$ cat src/rtl/vga_pixel_clk_gen_if.sv
// Pixel-clock bundle between the DDS clock generator and the VGA timing chain.
// The master drives the clock, its enable pulse and the lock flag; the slave consumes them.
interface vga_pixel_clk_gen_if;
  logic vga_clk;
  logic clk_en;
  logic locked;

  modport master (
    output vga_clk,
    output clk_en,
    output locked
  );

  modport slave (
    input vga_clk,
    input clk_en,
    input locked
  );
endinterface

$ cat src/rtl/vga_pixel_clk_gen.sv
// Phase-accumulator (DDS) pixel clock generator: the accumulator MSB becomes vga_clk,
// with a single-cycle clk_en on each rising edge and a lock flag after a fixed settle count.
module vga_pixel_clk_gen #(
  parameter int unsigned IN_FREQ_HZ  = 100000000,
  parameter int unsigned OUT_FREQ_HZ = 40000000,
  parameter int          ACC_WIDTH   = 32,
  parameter int unsigned LOCK_CYCLES = 16
) (
  input  logic                   CLK_100MHz,
  input  logic                   reset_n,
  vga_pixel_clk_gen_if.master    pix
);

  localparam int unsigned CNT_W  = (LOCK_CYCLES < 1) ? 1 : $clog2(LOCK_CYCLES + 1);
  localparam int unsigned DIV_HZ = (IN_FREQ_HZ == 0) ? 1 : IN_FREQ_HZ;

  // Round-half-up of OUT * 2^W / IN; 128-bit math keeps 48-bit accumulators exact.
  localparam logic [127:0] INC_WIDE =
    ((128'(OUT_FREQ_HZ) << ACC_WIDTH) + 128'(DIV_HZ / 2)) / 128'(DIV_HZ);
  localparam logic [127:0] INC_MAX  = 128'(1) << (ACC_WIDTH - 1);

  localparam logic [ACC_WIDTH-1:0] INC      = INC_WIDE[ACC_WIDTH-1:0];
  localparam logic [CNT_W-1:0]     LOCK_VAL = CNT_W'(LOCK_CYCLES);

  if (ACC_WIDTH < 4 || ACC_WIDTH > 48) begin : g_bad_acc_width
    $error("vga_pixel_clk_gen: ACC_WIDTH must lie in 4..48");
  end

  if (OUT_FREQ_HZ == 0 || IN_FREQ_HZ == 0 ||
      64'(OUT_FREQ_HZ) > 64'(IN_FREQ_HZ) / 64'd2) begin : g_bad_freq
    $error("vga_pixel_clk_gen: need 0 < OUT_FREQ_HZ <= IN_FREQ_HZ/2");
  end

  if (INC_WIDE == 128'd0 || INC_WIDE > INC_MAX) begin : g_bad_inc
    $error("vga_pixel_clk_gen: phase increment out of range for ACC_WIDTH");
  end

  if (LOCK_CYCLES < 1) begin : g_bad_lock
    $error("vga_pixel_clk_gen: LOCK_CYCLES must be at least 1");
  end

  logic [ACC_WIDTH-1:0] acc_reg;
  logic [ACC_WIDTH-1:0] acc_next;
  logic [CNT_W-1:0]     cnt_reg;
  logic [CNT_W-1:0]     cnt_next;
  logic                 lock_next;
  logic                 locked_reg;
  logic                 vga_clk_reg;
  logic                 vga_clk_next;
  logic                 clk_en_reg;
  logic                 clk_en_next;

  // The accumulator free-runs through the lock interval; only the outputs are gated.
  always_comb begin
    acc_next     = acc_reg + INC;
    cnt_next     = (cnt_reg == LOCK_VAL) ? cnt_reg : cnt_reg + CNT_W'(1);
    lock_next    = (cnt_next == LOCK_VAL);
    vga_clk_next = lock_next & acc_next[ACC_WIDTH-1];
    clk_en_next  = lock_next & acc_next[ACC_WIDTH-1] & ~acc_reg[ACC_WIDTH-1];
  end

  always_ff @(posedge CLK_100MHz or negedge reset_n) begin
    if (!reset_n) begin
      acc_reg     <= '0;
      cnt_reg     <= '0;
      locked_reg  <= 1'b0;
      vga_clk_reg <= 1'b0;
      clk_en_reg  <= 1'b0;
    end else begin
      acc_reg     <= acc_next;
      cnt_reg     <= cnt_next;
      locked_reg  <= lock_next;
      vga_clk_reg <= vga_clk_next;
      clk_en_reg  <= clk_en_next;
    end
  end

  assign pix.vga_clk = vga_clk_reg;
  assign pix.clk_en  = clk_en_reg;
  assign pix.locked  = locked_reg;

endmodule

$ cat src/flat_wrapper.sv
// flat-port wrapper written by rule: the top's interface ports become plain ports
module vga_pixel_clk_gen_flat 
#(
  parameter int unsigned IN_FREQ_HZ  = 100000000,
  parameter int unsigned OUT_FREQ_HZ = 40000000,
  parameter int          ACC_WIDTH   = 32,
  parameter int unsigned LOCK_CYCLES = 16
)
  (CLK_100MHz, reset_n, pix_vga_clk, pix_clk_en, pix_locked);
  vga_pixel_clk_gen_if pix_i ();
  input  logic CLK_100MHz;
  input  logic reset_n;
  output wire logic [$bits(pix_i.vga_clk)-1:0] pix_vga_clk;
  output wire logic [$bits(pix_i.clk_en)-1:0] pix_clk_en;
  output wire logic [$bits(pix_i.locked)-1:0] pix_locked;
  assign pix_vga_clk = pix_i.vga_clk;
  assign pix_clk_en = pix_i.clk_en;
  assign pix_locked = pix_i.locked;
  vga_pixel_clk_gen #(.IN_FREQ_HZ(IN_FREQ_HZ), .OUT_FREQ_HZ(OUT_FREQ_HZ), .ACC_WIDTH(ACC_WIDTH), .LOCK_CYCLES(LOCK_CYCLES)) u_core (.CLK_100MHz(CLK_100MHz), .reset_n(reset_n), .pix(pix_i));
endmodule
$ cat config.mk
export PLATFORM = sky130hd
export DESIGN_NAME = vga_pixel_clk_gen_flat
export DESIGN_NICKNAME = d
export VERILOG_FILES = /design/src/rtl/vga_pixel_clk_gen_if.sv /design/src/rtl/vga_pixel_clk_gen.sv /design/src/flat_wrapper.sv
export SDC_FILE = /design/constraint.sdc
export NUM_CORES = 1
export LEC_CHECK = 0
export CAP_MARGIN = 30
export CORE_MARGIN = 2
export CORE_UTILIZATION = 60
export DETAILED_ROUTE_END_ITERATION = 16
export PLACE_DENSITY = 0.78
export SYNTH_ARGS = -nofsm -noshare
export SYNTH_HDL_FRONTEND = slang
export SYNTH_SLANG_ARGS = --single-unit
$ cat constraint.sdc
create_clock -name CLK_100MHz -period 2.4 [get_ports CLK_100MHz]
set_input_delay 0.36 -clock CLK_100MHz [delete_from_list [all_inputs] [get_ports CLK_100MHz]]
set_output_delay 0.36 -clock CLK_100MHz [all_outputs]
set_load 0.01 [all_outputs]
# ---- Word-level counts from Yosys, hierarchy flattened
# Cells that the tools add are included.
dict set report word_totals {
  out_inout_bits 3
  in_bits 2
  regBits 40
  wordCells 13
}
dict set report classes {
  n_addsub 2
  muxes 1
  n_eq_ne 2
  bitwise_logic 3
}
# cell count
set op_table {}
lappend op_table {{32-bit by 31-bit adder with 32-bit output, second input constant} 1}
lappend op_table {{5-bit == test, second input constant} 2}
lappend op_table {{5-bit by 1-bit adder with 5-bit output, second input constant} 1}
lappend op_table {{5-bit two-way mux} 1}
lappend op_table {{1-bit bitwise AND} 2}
lappend op_table {{1-bit inverter} 1}

# ---- Depth between registers and ports, before layout
# Gate-level depths: netlist of run 1.
dict set report logic_depth {
  word_depth 5
  depth_mapped 7
  ltp_nobuf 7
}

# ---- Least setup slack after synthesis of run 1
# Ideal clock, no wire load.
dict set report synth_timing {
  path_kind {register to register}
  startpoint {reg u_core.acc_reg[1]}
  endpoint {reg u_core.vga_clk_reg (netlist: u_core.pix.vga_clk)}
  required_ps 2321
  period_less_slack_ps 1850
  stages_incl_launch_ff 8
  arrival_ps 1770
  n_path_buf 0
  setup_slack_ps 550
  setup_time_ps 79
  cell_sequence {dfrtp_1 inv_1 ha_1 nand3b_1 a2111oi_2 nor3_1 o21ai_2 mux2i_1}
}
dict set report synth_via {
  elab_chain_cells 2
}
# item line_no
set synth_rtl {}
lappend synth_rtl {{start: declaration} vga_pixel_clk_gen.sv:42} ;# logic [ACC_WIDTH-1:0] acc_reg;
lappend synth_rtl {{start signal: assignment} vga_pixel_clk_gen.sv:70} ;# acc_reg <= acc_next;
lappend synth_rtl {{32-bit by 31-bit adder with 32-bit output} vga_pixel_clk_gen.sv:55} ;# acc_next = acc_reg + INC;
lappend synth_rtl {{1-bit bitwise AND} vga_pixel_clk_gen.sv:58} ;# vga_clk_next = lock_next & acc_next[ACC_WIDTH-1];
lappend synth_rtl {{via u_core.vga_clk_next} vga_pixel_clk_gen.sv:49} ;# logic vga_clk_next;
lappend synth_rtl {{end signal: assignment} vga_pixel_clk_gen.sv:73} ;# vga_clk_reg <= vga_clk_next;
lappend synth_rtl {{end: declaration} vga_pixel_clk_gen.sv:48} ;# logic vga_clk_reg;
# The timed path passes the listed nets, and every way through them passes these cells.

# ---- Worst setup path after layout of run 1
# Same ends and word-level chain as after synthesis.

==> results of run 1 <==
==> final cells by class <==
cell class | instances | area share (%)
inverters | 6 | 1.093
flip-flops and latches | 39 | 47.36
multi-input cells | 125 | 43.05
clock inverters | 1 | 0.3643
well taps | 44 | 2.672
repair buffers | 5 | 2.307
clock buffers | 7 | 3.157
==> placed cells by master, fill, tap and decap left out, types with 2 or more instances in the layout <==
cell type        count
o31ai_1              2
a211o_1              2
nor3_1               5
or2_2                2
o21ai_1              2
xnor2_1             21
clkbuf_8             2
nand3b_1             2
xor2_1               8
clkdlybuf4s50_1      4
nor2_1              16
nand3_1              5
clkbuf_4             5
nand2_1             13
nand2b_1             5
ha_1                 3
o21ai_0              7
dfrtp_1             39
inv_1                6
a211oi_1             2
a21oi_1              6
==> worst max-delay path, stage by stage, from the launching register on <==
cell,delay [ns]
dfrtp_1,0.40
inv_1,0.08
ha_1,0.22
nand3b_1,0.27
a2111oi_2,0.46
nor3_1,0.15
o21ai_2,0.23
mux2i_1,0.20
==> where the power goes <==
part	internal, mW	total (mW)	switching [mW]
sequential	0.657	0.657	0
combinational	0.00248	0.0141	0.0117
clock	0.171	0.381	0.210
total	0.830	1.05	0.221
==> cell families after synthesis <==
group                    count (synthesis)
AND/OR/NAND/NOR                         58
flip-flops                              39
AO/OA/AOI/OAI                           33
XOR/XNOR                                29
buffers and inverters                    6
adder cells (fa/ha/maj)                  3
multiplexers                             2
==> how the worst max path moves through the flow <==
| stage | end | slack (ns) |
|---|---|---|
| global route | u_core.pix.vga_clk | 0.19 |
| finish | u_core.pix.vga_clk | 0.33 |
| CTS | u_core.pix.vga_clk | 0.33 |
| floorplan | u_core.pix.vga_clk | 0.55 |
| detailed placement | u_core.pix.vga_clk | 0.36 |
| global placement | u_core.pix.vga_clk | 0.42 |
==> routing by layer <==
metal / global-route usage, % / up-vias / share of wire (%)
met4: 6.667 / 0 / 1.9
li1: - / 621 / -
met1: 26.45 / 610 / 48
met5: 0 / - / 0
met2: 33.70 / 14 / 47
met3: 5.844 / 7 / 3.3
==> metrics by stage <==
| stage | instance area (um2) | std cells |
|---|---|---|
| 2_1_floorplan | 1886 | 170 |
| 3_3_place_gp | 1988 | 219 |
| 3_5_place_dp | 1988 | 219 |
| 4_1_cts | 2061 | 227 |
| 5_1_grt | 2061 | 227 |
| 6_report | 2061 | 227 |
==> impl_metrics.tcl, run 1 <==
set metrics [dict create \
    yosysTopAreaCellShare_pct 51.76 \
    synth_cell_types 42 \
    path_clk_slew_ns 0.11 \
    finalCritPeriodShare_pct 86.30 \
    cellLeakagePower_nw 0.8941 \
    fin_skew_ns 0.005114 \
    synthTopCellsByCount "dfrtp_1, xnor2_1, nor2_1" \
    h-tree-depth 2 \
    ys_ff_latch 39 \
    wl_per_cell_um 13.31 \
    synth_compound_area_share_pct 13.34 \
    largest_reg_flops 31 \
    crit_required_ns 2.68 \
    worst_slew_pin_slew_ns 0.5113 \
    synth_top_family_by_area "simple AND/OR/NAND/NOR gates" \
    hold_viol_final 0 \
    power_mw 1.052 \
    cts_hold_buf 0 \
    crit_path_start "u_core.acc_reg[1]" \
    routabilityCongestion 0.8817 \
    initial_utilization_pct 62.27 \
    num_antenna_cells 0 \
    synth_edf_count 0 \
    cts_root_buffer "clkbuf_4" \
    die_area_mm2 0.003607 \
    setup_ws_ns 0.3287 \
    cts_setup_buffers 0 \
    ant_nets 0 \
    antenna_found_initial 0 \
    yosys.area.top_type "dfrtp_1" \
    setup_viol 0 \
    maxSlewHeadroom_pct 65.62 \
    status "complete, no violations" \
    nNetsFinal 187 \
    grt_pass1_wl_mm 5.506 \
    power_density_mw_per_mm2 510.4 \
    min_period_ns 2.071 \
    ys_warn_count 0 \
    wl_mm 3.021 \
    drv_cap 0 \
    multi_input_area_um2 887.1 \
    worst_r2r_path_depth 7 \
    worst-endpoint-arrival_ns 2.35 \
    synth_adder_area_share_pct 1.991 \
    coreArea_mm2 0.003028 \
    synth_area_mm2 0.001886 \
    num_rows 20 \
    viasPerCell 5.515 \
    track_usage_pct 20.63 \
    grt_max_degree 40 \
    hold_class "in -> async" \
    r2r-start "u_core.acc_reg[1]" \
    portBuffers 4 \
    grt_pass1_vias 1279 \
    cts_sinks 39 \
    rsz0062_at_grt "no" \
    endpoint_kind "register" \
    cp_max_fo 5 \
    remaining_drc_errors 0 \
    clk_latency_ns 0.35 \
    timing.hold.ws_ns 0.4174 \
    synth_nets 175 \
    globalRouteOverflowTotal 0 \
    path_class "reg -> reg" \
    synth_most_common_cell "dfrtp_1" \
    cts_made_buffers 5 \
    clock_path_buffers 2 \
    drv_slew 0 \
    timing.rr.end "u_core.pix.vga_clk" \
    final_core_utilization_pct 68.06 \
    fmaxAchievable_mhz 482.8 \
    synth_area_leaders "dfrtp_1, xnor2_1, xor2_1" \
    hpwl_mm 2.250 \
    async_reset_ff_share_pct 100.0 \
    fin_tns_setup_ns 0 \
    nFillCells 230 \
    startpoint_type "register" \
    max-vdd-ir-drop_v 0.0003577 \
    ys_seq_area_share_pct 51.76 \
    cts_tree "yes" \
    synthXorXnorAreaFrac_pct 13.47 \
    postSynthCellCount 170 \
    place_ws_ns 0.3555 \
    cts_resized 0 \
    drtIter0Drc 93 \
    reg2reg_slack_ns 0.33 \
    die_w_um 60.06 \
    area_growth_pct 9.290 \
    die_h_um 60.06 \
    drive_gt1_share_pct 12.02 \
    firstDrtPassIters 4 \
    muxShareOfSynthArea_pct 1.327 \
    ys.flop_type "dfrtp_1" \
    vias 1252 \
    synthSimpleGateAreaFrac_pct 16.92 \
    syn_area_per_cell_um2 11.09 \
    seqCellArea_um2 975.9 \
    ios 5 \
]
Note: power is estimated with default switching activity, not from simulation.
==> run 2: changes to the inputs <==
Settings changed: CORE_MARGIN 2 to default, SKIP_LAST_GASP from default to 1.
==> run 2 against run 1 <==
Effect of this change: the run now ends with DRC left; sequential share of layout area down 0.57 points; maximum frequency grew 0.25%; worst setup slack improved by 0.0052 ns; non-clock buffer count stayed put; clock power rose by 44%; via count increased by 3.8%; clock-buffer cell count shrank 2; cell area is 1.2% higher; first-iteration DRC count shrank 59%; clock skew rose by 0.0028 ns; sequential power about the same.
==> impl_metrics.tcl, run 2 (synthesis gave the netlist of run 1 again) <==
set metrics [dict create \
    status "finished with violations" \
    violations "DRC" \
    viasPerCell 5.773 \
    num_rows 19 \
    dp.cells 217 \
    power_density_mw_per_mm2 583.6 \
    cts_root_buffer "clkbuf_4" \
    worst_slew_pin_slew_ns 0.8674 \
    nFillCells 214 \
    track_usage_pct 22.82 \
    cts_sinks 39 \
    clock_path_buffers 2 \
    fin_cells 225 \
    nNetsFinal 187 \
    die_h_um 58.06 \
    fin_tns_setup_ns 0 \
    drtIter0Drc 38 \
    max-vdd-ir-drop_v 0.0004285 \
    h-tree-depth 2 \
    die_area_mm2 0.003371 \
    portBuffers 4 \
    path_clk_slew_ns 0.12 \
    hold_viol_final 0 \
    hold_class "in -> async" \
    rsz0062_at_grt "no" \
    startpoint_type "register" \
    grt_pass1_vias 1315 \
    finish.instance_area_mm2 0.002086 \
    routabilityCongestion 0.8484 \
    min_period_ns 2.066 \
    firstDrtPassIters 10 \
    drive_gt1_share_pct 12.57 \
    num_antenna_cells 0 \
    worst-endpoint-arrival_ns 2.35 \
    cts_made_buffers 5 \
    globalRouteOverflowTotal 0 \
    initial_utilization_pct 65.55 \
    finalCritPeriodShare_pct 86.09 \
    setup_ws_ns 0.3339 \
    final_common_cell "dfrtp_1" \
    cp_max_fo 5 \
    p_seq_share_pct 54.0 \
    p_comb_share_pct 1.1 \
    die_w_um 58.06 \
    ant_nets 0 \
    drv_slew 0 \
    power_mw 1.217 \
    grt_max_degree 40 \
    largest_reg_flops 31 \
    cellLeakagePower_nw 0.9073 \
    grt_pass1_wl_mm 5.685 \
    area_growth_pct 10.62 \
    hpwl_mm 2.250 \
    timing.hold.ws_ns 0.1072 \
    wl_mm 3.195 \
    cts_tree "yes" \
    wl_per_cell_um 14.20 \
    antenna_found_initial 0 \
    remaining_drc_errors 1 \
    maxSlewHeadroom_pct 42.17 \
    cts_hold_buf 0 \
    drv_cap 0 \
    path_class "reg -> reg" \
    cts_setup_buffers 0 \
    clk_latency_ns 0.36 \
    fin_skew_ns 0.007871 \
    setup_viol 0 \
    coreArea_mm2 0.002877 \
    crit_required_ns 2.68 \
    p_int_mw 0.9812 \
    ios 5 \
    dpl_cell_area_mm2 0.001981 \
    fmaxAchievable_mhz 484.0 \
    switchingPower_mw 0.2361 \
    endpoint_kind "register" \
    vias 1299 \
    layout_common_cells "dfrtp_1, xnor2_1, nor2_1" \
    cts_resized 0 \
    final_core_utilization_pct 72.51 \
    swShare_pct 19.40 \
    place_ws_ns 0.3474 \
    pwr-share-clk_pct 45.0 \
]
run 2: changes by cell type in the layout (fill, tap and decap cells not counted), sizes merged:
cell,change
clkbuf,-2
buf,+1
clkdlybuf4s50,-1
bufinv,+2
run 2: worst max-delay path, cell delays in order, from the launching register on:
cell	delay [ns]
dfrtp_1	0.40
inv_1	0.07
ha_1	0.21
nand3b_1	0.28
a2111oi_2	0.47
nor3_1	0.14
o21ai_2	0.22
mux2i_1	0.21
run 2: path summary, 6_finish.rpt:
check / start / end / slack (ns) / cells after the start
max reg2reg: u_core.acc_reg[1] / u_core.pix.vga_clk / 0.33 / 7
min: reset_n / u_core.acc_reg[5] / 0.11 / 1
max: u_core.acc_reg[1] / u_core.pix.vga_clk / 0.33 / 7
min reg2reg: u_core.acc_reg[12] / u_core.acc_reg[12] / 0.48 / 1
max in group asynchronous: reset_n / u_core.acc_reg[28] / 1.76 / 1
min in group CLK_100MHz: u_core.acc_reg[12] / u_core.acc_reg[12] / 0.48 / 1
run 2: per-layer routing:
| layer | up-vias | GRT usage [%] | share of wire [%] |
|---|---|---|---|
| met1 | 651 | 28.13 | 46 |
| li1 | 617 | - | - |
| met5 | - | 0 | 0 |
| met2 | 23 | 36.78 | 48 |
| met4 | 0 | 10.54 | 2.0 |
| met3 | 8 | 7.143 | 4.1 |
run 2: power groups by stage:
stage                     sequential, mW  clock [mW]  combinational (mW)
after floorplan                    0.670           0         0.000000378
after global placement             0.670           0              0.0131
after detailed placement           0.670           0              0.0136
after CTS                          0.657       0.564              0.0136
after global routing               0.657       0.584              0.0157
final                              0.657       0.548              0.0129
run 2: final cells by class:
cell class | count | area (um2) | area share, %
sequential | 39 | 975.9 | 46.79
multi-input combinational | 125 | 887.1 | 42.53
clock inverter | 3 | 67.56 | 3.239
tap | 42 | 52.55 | 2.519
timing repair buffer | 5 | 42.54 | 2.040
clock buffer | 5 | 37.54 | 1.800
inverter | 6 | 22.52 | 1.080
==> patch, RTL diff (config.mk and constraints of run 1) <==
`LOCK_CYCLES` is set to 16 in 2 places; all go to 32.
--- a/src/rtl/vga_pixel_clk_gen.sv
+++ b/src/rtl/vga_pixel_clk_gen.sv
@@ -5,5 +5,5 @@
   parameter int unsigned OUT_FREQ_HZ = 40000000,
   parameter int          ACC_WIDTH   = 32,
-  parameter int unsigned LOCK_CYCLES = 16
+  parameter int unsigned LOCK_CYCLES = 32
 ) (
   input  logic                   CLK_100MHz,
--- a/src/flat_wrapper.sv
+++ b/src/flat_wrapper.sv
@@ -5,5 +5,5 @@
   parameter int unsigned OUT_FREQ_HZ = 40000000,
   parameter int          ACC_WIDTH   = 32,
-  parameter int unsigned LOCK_CYCLES = 16
+  parameter int unsigned LOCK_CYCLES = 32
 )
   (CLK_100MHz, reset_n, pix_vga_clk, pix_clk_en, pix_locked);
Check against the original RTL: no difference found for any inputs over 10 cycles, from zero or initial values and one cycle with reset_n low; that may be too few to reach the edited logic, so the function may still have changed.
==> patch against run 1 <==
- via count grew 11%
- sequential cell count grew 1
- synthesized area rose by 3.4%
- worst setup slack better by 0.19 ns
- cell area increased by 1.7%
- power decreased by 1.1%
- routed wire length increased by 19%
- cell count grew 4.0%
- utilization hardly changed
- critical endpoint unchanged
==> patch: results (changes against run 1) <==
stage;metric;value;unit;change
pwr;clkPwrFrac;34.0;%;was 36.2%
pwr;p_seq_share;64.8;%;was 62.4%
worst_setup_path;arrival;2.12;ns;was 2.35 ns
pwr;switchingPower;0.0002262;W;was 0.0002214 W
pwr;p_leak;0.9347;nW;was 0.8941 nW
placed_design;pre_cts_ws;0.5174;ns;was 0.3555 ns
run_status;status;finished clean;;unchanged
logic_synthesis;synth_cells;181;;was 170
route;wire_per_inst;15.29;µm;was 13.31 µm
min_path;hold_class;input port to asynchronous set/reset pin;;unchanged
logic_synthesis;synth.area.top_cells;dfrtp_1 51%, xnor2_1 9.4%, xor2_1 4.5%, a211oi_1 2.7%, o21ai_0 2.3%;;was dfrtp_1 52%, xnor2_1 9.8%, xor2_1 3.7%, nor2_1 3.2%, nand2_1 2.6%
route;drt_iter0_markers;116;;was 93
clock_tree;root_buffer;clkbuf_4;;unchanged
worst_setup_path;crit_path_max_fanout;4;;was 5
placed_design;dp.cells;228;;was 219
pwr;irDropWorstVdd;358.6;µV;was 357.7 µV
timing;skew;0.01606;ns;was 0.005114 ns
route;wl;3609;µm;was 3021 µm
global_route;grt_pass1_vias;1361;;was 1279
final_layout;layout.nets;196;;was 187
placed_design;place_hpwl;2615;µm;was 2250 µm
route;viasPerCell;5.898;;was 5.515
global_route;grt_max_degree;41;;was 40
logic_synthesis;synth_fp_nets;186;;was 175
worst_setup_path;slowest_delay;0.41;ns;was 0.46 ns
global_route;grt_pass1_wl;5996;µm;was 5506 µm
logic_synthesis;ys_warn_count;0;;unchanged
worst_setup_path;crit_path_top_delay_cell;a211oi_1;;was a2111oi_2
clock_tree;clock_latency;0.35;ns;about the same
route;dr.pass1.iters;4;;unchanged
clock_tree;cts_resized;0;;unchanged
logic_synthesis;ys_seq_area_share;51.35;%;was 51.76%
placed_design;place_area;0.002034;mm²;was 0.001988 mm²
final_layout;drive_gt1_share;8.854;%;was 12.02%
pwr;p_clk;0.000354;W;was 0.000381 W
clock_tree;cts_setup_buffers;0;;unchanged
clock_tree;cts_buffers;5;;unchanged
logic_synthesis;netlist_top_cells_count;40 x dfrtp_1, 21 x xnor2_1, 12 x nand2_1, 12 x nor2_1;;was 39 x dfrtp_1, 21 x xnor2_1, 16 x nor2_1
final_layout;largest_reg_flops;31;;unchanged
timing;slew_headroom;43.01;%;was 65.62%
global_route;track_usage;22.07;%;was 20.63%
final_layout;n_antenna_cell;0;;unchanged
logic_synthesis;yosysUniqueCellTypes;41;;was 42
placed_design;gp_congestion;0.8528;;was 0.8817
## patch: metal layers
metal  routed length [µm]  part of all wire (%)  global-route usage (%)  vias to the layer above
li1                     -                     -                       -                      659
met1                 1592                    44                   28.03                      681
met2                 1801                    50                   35.48                       43
met3                  156                   4.3                   5.970                        9
met4                   58                   1.6                   9.627                        0
met5                    0                     0                       0                        -
## patch: worst paths after layout
path | from | to | slack (ns) | cells after the start
worst max-delay path | u_core.acc_reg[1] | u_core.pix.vga_clk | 0.52 | 7
worst min-delay path | reset_n | u_core.acc_reg[30] | 0.10 | 1
worst max register to register | u_core.acc_reg[1] | u_core.pix.vga_clk | 0.52 | 7
worst min register to register | u_core.acc_reg[31] | u_core.pix.clk_en | 0.47 | 1
max in group asynchronous | reset_n | u_core.acc_reg[3] | 1.75 | 1
min in group CLK_100MHz | u_core.acc_reg[31] | u_core.pix.clk_en | 0.47 | 1
## patch: cell families (layout without fill, tap and decap cells)
family | Yosys count | count (layout) | synth area share (%)
buf+inv | 11 | 22 | 2.182
flops | 40 | 40 | 51.35
compound gates | 41 | 41 | 15.21
xor+xnor | 31 | 31 | 13.93
fa+ha+maj | 3 | 3 | 1.926
simple gates | 55 | 55 | 15.40
## patch: final cells by class
cell class                 count  area (µm²)  area share [%]
tap                           44       55.05           2.627
clock buffer                   6       51.30           2.448
timing repair buffer           4       35.03           1.672
clock inverter                 2       10.01          0.4776
sequential                    40        1001           47.76
inverter                      10       37.54           1.791
multi-input combinational    130       905.9           43.22
## patch: worst register-to-register path, stage by stage, from the launching register on
cell and delay, ns:
dfrtp_1 0.38, inv_1 0.07, ha_1 0.22, nand3b_1 0.25, a211oi_1 0.41, o211ai_2 0.17
a21boi_1 0.23, a211oi_1 0.07
